**config.mk**
```make
export PLATFORM = sky130hd
export DESIGN_NAME = led_pattern_gen
export DESIGN_NICKNAME = d
export VERILOG_FILES = /design/src/rtl/led_pkg.sv /design/src/rtl/led_prescaler.sv /design/src/rtl/led_pattern_gen.sv
export SDC_FILE = /design/constraint.sdc
export NUM_CORES = 1
export LEC_CHECK = 0
export ABC_AREA = 1
export CELL_PAD_IN_SITES_DETAIL_PLACEMENT = 1
export CELL_PAD_IN_SITES_GLOBAL_PLACEMENT = 1
export CORE_ASPECT_RATIO = 0.6
export CORE_MARGIN = 3
export CORE_UTILIZATION = 44
export DETAILED_ROUTE_END_ITERATION = 7
export PLACE_DENSITY = 0.88
export RECOVER_POWER = 100
export SYNTH_ARGS = -nofsm -noshare
export SYNTH_HDL_FRONTEND = slang
export SYNTH_HIERARCHICAL = 1
export SYNTH_SLANG_ARGS = --single-unit
```
**constraint.sdc**
```tcl
create_clock -name clk -period 2.65 [get_ports clk]
set_input_delay 0.3975 -clock clk [delete_from_list [all_inputs] [get_ports clk]]
set_output_delay 0.3975 -clock clk [all_outputs]
set_load 0.02 [all_outputs]
```
**src/rtl/led_pkg.sv**
```systemverilog
// Shared mode encodings and direction type for the LED pattern engine.
package led_pkg;

    localparam int MODE_W = 2;

    localparam logic [MODE_W-1:0] MODE_COUNT   = 2'd0;
    localparam logic [MODE_W-1:0] MODE_SCAN    = 2'd1;
    localparam logic [MODE_W-1:0] MODE_BREATHE = 2'd2;
    localparam logic [MODE_W-1:0] MODE_OFF     = 2'd3;

    typedef enum logic {
        DIR_UP   = 1'b0,
        DIR_DOWN = 1'b1
    } dir_e;

endpackage

```
**src/rtl/led_prescaler.sv**
```systemverilog
// Programmable step prescaler: one-cycle step pulse every div_i+1 enabled cycles.
module led_prescaler #(
    parameter int PRESC_W = 12
) (
    input  logic               clk,
    input  logic               rst_n,
    input  logic               en_i,
    input  logic [PRESC_W-1:0] div_i,
    output logic               step_o
);

    logic [PRESC_W-1:0] presc;

    // >= rather than == so that lowering div_i below the running count fires at once.
    assign step_o = en_i && (presc >= div_i);

    // NOTE: registers use non-blocking assignment so every reader sees the pre-edge value.
    always_ff @(posedge clk or negedge rst_n) begin
        if (!rst_n) begin
            presc <= '0;
        end else if (en_i) begin
            presc <= step_o ? '0 : presc + PRESC_W'(1);
        end
    end

endmodule

```
**src/rtl/led_pattern_gen.sv**
```systemverilog
// LED pattern engine: binary count, bounce scan, PWM breathing and off,
// stepped by a programmable prescaler with step-aligned mode changes.
module led_pattern_gen
    import led_pkg::*;
#(
    parameter int NCH     = 8,
    parameter int PRESC_W = 12,
    parameter int PWM_W   = 8
) (
    input  logic               clk,
    input  logic               rst_n,
    input  logic               en_i,
    input  logic [PRESC_W-1:0] div_i,
    input  logic [MODE_W-1:0]  mode_i,
    input  logic               mode_we_i,
    output logic [MODE_W-1:0]  mode_o,
    output logic               tick_o,
    output logic [NCH-1:0]     led_o
);

    localparam int                 POS_W     = (NCH > 1) ? $clog2(NCH) : 1;
    localparam logic [POS_W-1:0]   POS_LAST  = POS_W'(NCH - 1);
    localparam logic [PWM_W-1:0]   LEVEL_MAX = '1;

    logic               step;
    logic               pend_valid;
    logic [MODE_W-1:0]  pend_mode;
    logic               apply_valid;
    logic [MODE_W-1:0]  apply_mode;
    logic               reinit;
    logic               advance;

    logic [NCH-1:0]     cnt;
    logic [POS_W-1:0]   pos;
    dir_e               scan_dir;
    logic [PWM_W-1:0]   level;
    dir_e               breathe_dir;
    logic [PWM_W-1:0]   pwm;
    logic [NCH-1:0]     led_next;

    led_prescaler #(
        .PRESC_W (PRESC_W)
    ) u_prescaler (
        .clk    (clk),
        .rst_n  (rst_n),
        .en_i   (en_i),
        .div_i  (div_i),
        .step_o (step)
    );

    // A strobe landing on the step cycle bypasses the pending slot and applies at that step.
    assign apply_valid = mode_we_i | pend_valid;
    assign apply_mode  = mode_we_i ? mode_i : pend_mode;
    assign reinit      = step && apply_valid;
    assign advance     = step && !apply_valid;

    always_ff @(posedge clk or negedge rst_n) begin
        if (!rst_n) begin
            mode_o     <= MODE_COUNT;
            pend_valid <= 1'b0;
            pend_mode  <= MODE_COUNT;
        end else if (reinit) begin
            mode_o     <= apply_mode;
            pend_valid <= 1'b0;
        end else if (mode_we_i) begin
            pend_valid <= 1'b1;
            pend_mode  <= mode_i;
        end
    end

    always_ff @(posedge clk or negedge rst_n) begin
        if (!rst_n) begin
            cnt         <= '0;
            pos         <= '0;
            scan_dir    <= DIR_UP;
            level       <= '0;
            breathe_dir <= DIR_UP;
        end else if (reinit) begin
            case (apply_mode)
                MODE_COUNT: cnt <= '0;
                MODE_SCAN: begin
                    pos      <= '0;
                    scan_dir <= DIR_UP;
                end
                MODE_BREATHE: begin
                    level       <= '0;
                    breathe_dir <= DIR_UP;
                end
                default: ;
            endcase
        end else if (advance) begin
            case (mode_o)
                MODE_COUNT: cnt <= cnt + NCH'(1);
                MODE_SCAN: begin
                    // Ends reverse immediately so neither end position is shown twice.
                    if (NCH > 1) begin
                        if (scan_dir == DIR_UP) begin
                            if (pos == POS_LAST) begin
                                pos      <= pos - POS_W'(1);
                                scan_dir <= DIR_DOWN;
                            end else begin
                                pos <= pos + POS_W'(1);
                            end
                        end else if (pos == '0) begin
                            pos      <= pos + POS_W'(1);
                            scan_dir <= DIR_UP;
                        end else begin
                            pos <= pos - POS_W'(1);
                        end
                    end
                end
                MODE_BREATHE: begin
                    if (breathe_dir == DIR_UP) begin
                        if (level == LEVEL_MAX) begin
                            level       <= level - PWM_W'(1);
                            breathe_dir <= DIR_DOWN;
                        end else begin
                            level <= level + PWM_W'(1);
                        end
                    end else if (level == '0) begin
                        level       <= level + PWM_W'(1);
                        breathe_dir <= DIR_UP;
                    end else begin
                        level <= level - PWM_W'(1);
                    end
                end
                default: ;
            endcase
        end
    end

    // NOTE: default assigned first so every path drives led_next and no latch is inferred.
    always_comb begin
        led_next = '0;
        case (mode_o)
            MODE_COUNT:   led_next = cnt;
            MODE_SCAN:    led_next = NCH'(1) << pos;
            MODE_BREATHE: led_next = {NCH{pwm < level}};
            default:      led_next = '0;
        endcase
    end

    always_ff @(posedge clk or negedge rst_n) begin
        if (!rst_n) begin
            pwm    <= '0;
            tick_o <= 1'b0;
            led_o  <= '0;
        end else begin
            tick_o <= step;
            if (en_i) begin
                pwm <= pwm + PWM_W'(1);
            end
            led_o <= led_next;
        end
    end

endmodule

```
# After elaboration in Yosys (flattened, before gate mapping)
# Index checks and enable logic that the tools add are counted.
[op_classes]
addsub = 7
magnitude_cmp = 2
eq_ne = 9
n_shift = 1
n_mux = 37
bitwise = 1
n_reduce_logical = 16
[ops]
columns = ["op", "n"]
rows = [
  ["8-bit 2-to-1 mux", 11],
  ["8-bit by 1-bit adder with 8-bit output, second input constant", 3],
  ["8-bit one-hot mux with 3 select lines", 1],
  ["3-bit 2-to-1 mux", 7],
  ["1-bit 2-to-1 mux", 16],
  ["12-bit by 1-bit adder with 12-bit output, second input constant", 1],
  ["12-bit >= comparator", 1],
  ["12-bit 2-to-1 mux", 1],
  ["2-bit nonzero test", 5],
  ["3-bit AND reduction", 3],
  ["8-bit == test, second input constant", 1],
  ["8-bit zero test", 1],
  ["8-bit < comparator", 1],
  ["1-bit by 3-bit << shifter with 8-bit output, first input constant", 1],
  ["8-bit by 1-bit subtractor with 8-bit output, second input constant", 1],
  ["2-bit by 1-bit != test with 1-bit output, second input constant", 3],
  ["2-bit by 1-bit == test with 1-bit output, second input constant", 2],
  ["2-bit == test, second input constant", 2],
  ["2-bit zero test", 2],
  ["3-bit by 1-bit adder with 3-bit output, second input constant", 1],
  ["3-bit == test, second input constant", 1],
  ["1-bit logical AND", 3],
  ["3-bit zero test", 1],
  ["3-bit by 1-bit subtractor with 3-bit output, second input constant", 1],
  ["3 further kinds", 3],
]
[word_totals]
regBits = 55
inputBits = 18
out_inout_bits = 11
wordCells = 85

# Longest topological paths before layout
[depth]
depth_word = 6
ltp_mapped = 20
depth_no_buf = 19

# Modules after synthesis
# The synthesis kept the hierarchy.
[modules_own_cells]
columns = ["module", "n_inst", "cells_per_inst", "area_each_um2", "seq_area_each_um2"]
rows = [
  ["led_pattern_gen", 1, 332, 2643.8, 1076.0],
  ["led_prescaler", 1, 131, 967.2, 300.3],
]

# Worst setup path after synthesis
# No wires, ideal clock.
[synth_path]
path_type = "input to register"
from = "in div_i[11]"
to = "reg cnt[2]"
setup_time_ps = 117
arrival_time_ps = 2191
required_time_ps = 2533
setup_slack_ps = 342
path_stages = 19
n_path_buf = 2
cell_sequence = "inv_1 > ha_1 > nand2_1 > nor2_1 > nand2_1 > nor2_1 > nand2_1 > a21oi_2 > buf_6 > inv_1 > nor2_4 > nand2_2 > inv_2 > nand2_1 > o21ai_2 > nand2_2 > buf_6 > nand2_2 > o21ai_2"
[synth_via]
elab_chain_cells = 5
elab_cells_between_ends = 9
classes_between = "1 x order compare; 1 x eq/ne; 1 x mux; 6 x reduce/logical"
[synth_lines]
columns = ["element", "line", "text"]
rows = [
  ["start: declaration", "led_pattern_gen.sv:13", "input logic [PRESC_W-1:0] div_i,"],
  ["12-bit >= comparator (*)", "led_prescaler.sv:15", "assign step_o = en_i && (presc >= div_i);"],
  ["1-bit logical AND (*)", "led_prescaler.sv:15", ""],
  ["net step", "led_pattern_gen.sv:25", "logic step;"],
  ["1-bit logical AND (on tied branches)", "led_pattern_gen.sv:54, led_pattern_gen.sv:55", ""],
  ["2-bit by 1-bit != test with 1-bit output (no source line) or 2-bit nonzero test (tied branches)", "n/a", ""],
  ["3-bit AND reduction (no source line)", "n/a", ""],
  ["end signal: assignment", "led_pattern_gen.sv:93", "MODE_COUNT: cnt <= cnt + NCH'(1);"],
  ["end: declaration", "led_pattern_gen.sv:33", "logic [NCH-1:0] cnt;"],
]
# Mark *: on every way through the listed nets, which the timed path passes. The rest lies on a longest branch.
# A chain may end at the register's enable or synchronous reset.

# Final worst setup path
[layout_path]
from = "in div_i[5]"
to = "reg scan_dir"
[layout_via]
elab_chain_cells = 5
elab_cells_between_ends = 9
classes_between = "1 x order compare; 1 x eq/ne; 1 x mux; 6 x reduce/logical"
[layout_lines]
columns = ["element", "line", "text"]
rows = [
  ["12-bit >= comparator (*)", "led_prescaler.sv:15", ""],
  ["1-bit logical AND (*)", "led_prescaler.sv:15", ""],
  ["net step", "led_pattern_gen.sv:25", ""],
  ["1-bit logical AND (on tied branches)", "led_pattern_gen.sv:54, led_pattern_gen.sv:55", ""],
  ["2-bit by 1-bit != test with 1-bit output (no source line) or 2-bit nonzero test (tied branches)", "n/a", ""],
  ["3-bit AND reduction (no source line)", "n/a", ""],
  ["end signal: assignment", "led_pattern_gen.sv:75", "scan_dir <= DIR_UP;"],
  ["end signal: assignment", "led_pattern_gen.sv:83", "scan_dir <= DIR_UP;"],
  ["end signal: assignment", "led_pattern_gen.sv:100", "scan_dir <= DIR_DOWN;"],
  ["end: declaration", "led_pattern_gen.sv:35", "dir_e scan_dir;"],
]
# Marks and branches as above.

==> results.md <==
- Met2 Resource Use GR: 0.335
- Global routing usage on met1: 0.350
- VDD IR max: 0.000526 V
- Max FO, Critical Path: 8
- Synth warnings: 6
- Simple-gate area share of the yosys netlist: 0.286
- First-pass GRT wire length: 17100 µm
- Grt total ovfl: 0
- Power Total: 3.83 mW
- Final nets: 558
- Final TNS setup: 0 ns
- Average size of a mapped cell: 7.80 µm²
- Dpl hpwl: 8040 µm
- Share of post-route cells with drive strength above 1: 0.102
- Final min period: 2.60 ns
- Xor and xnor area share after synthesis: 0.0606
- Place WS: -0.223 ns
- Most frequent cells in the layout: 128 x nand2_1, 61 x inv_1, 55 x dfrtp_1
- Row Count: 24
- Post-Synth Adder-Cell Area: 0.111
- Worst Skew: 0.00902 ns
- Largest net degree at the start of global routing: 24
- Cell variety after synth: 32
- Sequential area share after synthesis: 0.381
- Worst Max-Slew Pin Slew: 1.30 ns
- Worst-path clk slew: 0.07 ns
- Status: complete, no violations
- Compound-Gate Fraction of Synth Area: 0.0759
- Synthesized net count: 513
- Die width: 123 µm
- Total clock sinks: 55
- Max transition margin: 0.135
- Depth of the CTS H-tree: 2
- Initial Util: 0.475
- I/O pin cnt: 29
- Skew-Pair Late Insertion Delay: 0.29 ns
- Root buf cell: clkbuf_16
- CP Class: in2reg
- Async set or reset register ratio after synthesis: 1.00
- Post-DRT Antenna Nets: 0
- Post-synthesis mux area share: 0.00312
- P&R area growth vs syn: 17.5%
- Routed WL per cell: 17.3 µm
- Final core utilization: 0.558
- # diodes: 0
- Worst Slack Setup Final: 0.0516 ns
- Max-Cap Viols: 0
- Netlist Area Pre-Place: 0.00361 mm²
- Largest family of logic cells by synthesized area: simple AND/OR/NAND/NOR gates
- TritonCTS clock tree: yes
- Number of synthesized flops with an enable pin: 0
- WP data required: 2.85 ns
- Die Ht: 76.2 µm
- Grt met3 use: 0.0475
- Input/output buffers: 28
- Post-CTS Hold Fix Bufs: 0
- Synth Instances: 463
- Final hold vios: 0
- Worst setup EP type: register
- Tcrit/Tclk final: 0.981
- Vias in the first global route: 3389
- PwrDens: 903 mW/mm²
- Setup Viol. Count Final: 0
- Gr busiest metal: met1
- Primary FF master, synth: dfrtp_1
- Core Area: 0.00760 mm²
- FF+latch count, synth: 55
- DRC: 0
- Min-Delay Path Class: in2async
- Vias per Instance: 5.38
- Clock buffer count from CTS: 5
- Die area: 0.00937 mm²
- Vias: 3297
- Gr usage total: 0.229
- Fmax: 0.385 GHz
- Final Slew Violations: 0
- RSZ-0062 raised after global routing: true
- Most common cell after layout, fill and taps aside: nand2_1
- Initial DRC count: 185
- Detailed Routing Iterations Pass 1: 4
- Worst EP arrival: 2.80 ns
- RePlAce Congestion: 0.839
- DRT Wirelength: 10600 µm
- Initial antenna violation count: 0
- Critical Path Source Type: input port
- Leakage power total: 2.23 nW
- Max Buffers Root-to-Sink: 2
[report_power, final]
part | total, mW | switching [mW] | internal [mW] | leakage, nW
Clock | 0.662 | 0.316 | 0.347 | 0.0733
Combinational | 1.77 | 1.09 | 0.677 | 1.45
Sequential | 1.40 | 0.308 | 1.09 | 0.707
Total | 3.83 | 1.72 | 2.12 | 2.23
[worst paths after layout]
| kind | from | to | slack, ns | depth (start not counted) |
|---|---|---|---|---|
| max in group asynchronous | rst_n | level[7] | 0.55 | 2 |
| worst min register to register | pend_mode[0] | pend_mode[0] | 0.51 | 2 |
| worst max-delay path | div_i[5] | scan_dir | 0.05 | 17 |
| min in group clk | pend_mode[0] | pend_mode[0] | 0.51 | 2 |
| worst min-delay path | rst_n | cnt[1] | 0.33 | 1 |
| worst max register to register | u_prescaler/presc[6] | scan_dir | 0.20 | 15 |
[kinds of logic after synthesis]
logic type,count (synthesis)
AOI/OAI and AO/OA,45
xor gates and xnor gates,25
adders and majority gates,32
buffers and inverters,72
DFF,55
muxes,1
and+or+nand+nor,233
[cells in the mapped netlist, types with 2 or more instances]
cell,count,area share
a21oi_1,10,0.014
a32oi_1,5,0.012
buf_2,4,0.0055
buf_6,3,0.0094
dfrtp_1,55,0.38
ha_1,32,0.11
inv_1,63,0.065
nand2_1,128,0.13
nand2_2,7,0.012
nand3_1,31,0.043
nand3b_1,2,0.0042
nand4_1,12,0.021
nor2_1,41,0.043
nor2_2,3,0.0052
nor2_4,4,0.012
o21ai_0,20,0.028
o21ai_2,4,0.0097
or2_2,2,0.0035
xnor2_1,9,0.022
xor2_1,16,0.039
[sequential cells by signal, indices dropped and copies added (netlist names), 2 cells and up]
signal             flops
pend_mode              2
pwm                    8
level                  8
cnt                    8
u_prescaler/presc     12
mode_o                 2
led_o                  8
pos                    3
[repair_timing]
action / CTS / global route
buffers inserted: 0 / 2
setup endpoints to repair: 0 / 20
resized for setup: 0 / 10
hold endpoints to repair: 0 / 0
[metrics by stage]
step                      instances  hold WS [ns]  instance area [µm²]
after global placement          603         0.370                 4080
after floorplan                 463         0.102                 3610
after detailed placement        603         0.379                 4080
after global routing            613         0.409                 4240
after CTS                       611        0.0725                 4220
final                           613         0.335                 4240
[layer usage]
layer	wire (µm)	vias up
li1	-	1559
met1	5160	1640
met2	4710	84
met3	640	14
met4	105	0
met5	0	-
[critical path: stages]
cell and delay (ns):
clkdlybuf4s50_1 0.46, inv_1 0.05, ha_1 0.31, nand2_1 0.07, nand2_1 0.07, nand2_1 0.09, nand2_1 0.07, a21oi_1 0.26
a21oi_2 0.13, inv_1 0.11, nor2_4 0.05, buf_4 0.16, nand2_1 0.10, nand2_1 0.11, nor2_4 0.19, nand2_1 0.08
o21ai_0 0.10
[cell type report]
cell class / count / area (µm²)
fillers: 938 / 3360
multi-input cells: 336 / 1950
flip-flops and latches: 55 / 1380
repair buffers: 46 / 402
inverters: 64 / 240
well taps: 104 / 130
clock buffers: 5 / 125
clock inverters: 3 / 15.0
No activity file was read; power rests on OpenSTA's default activity.
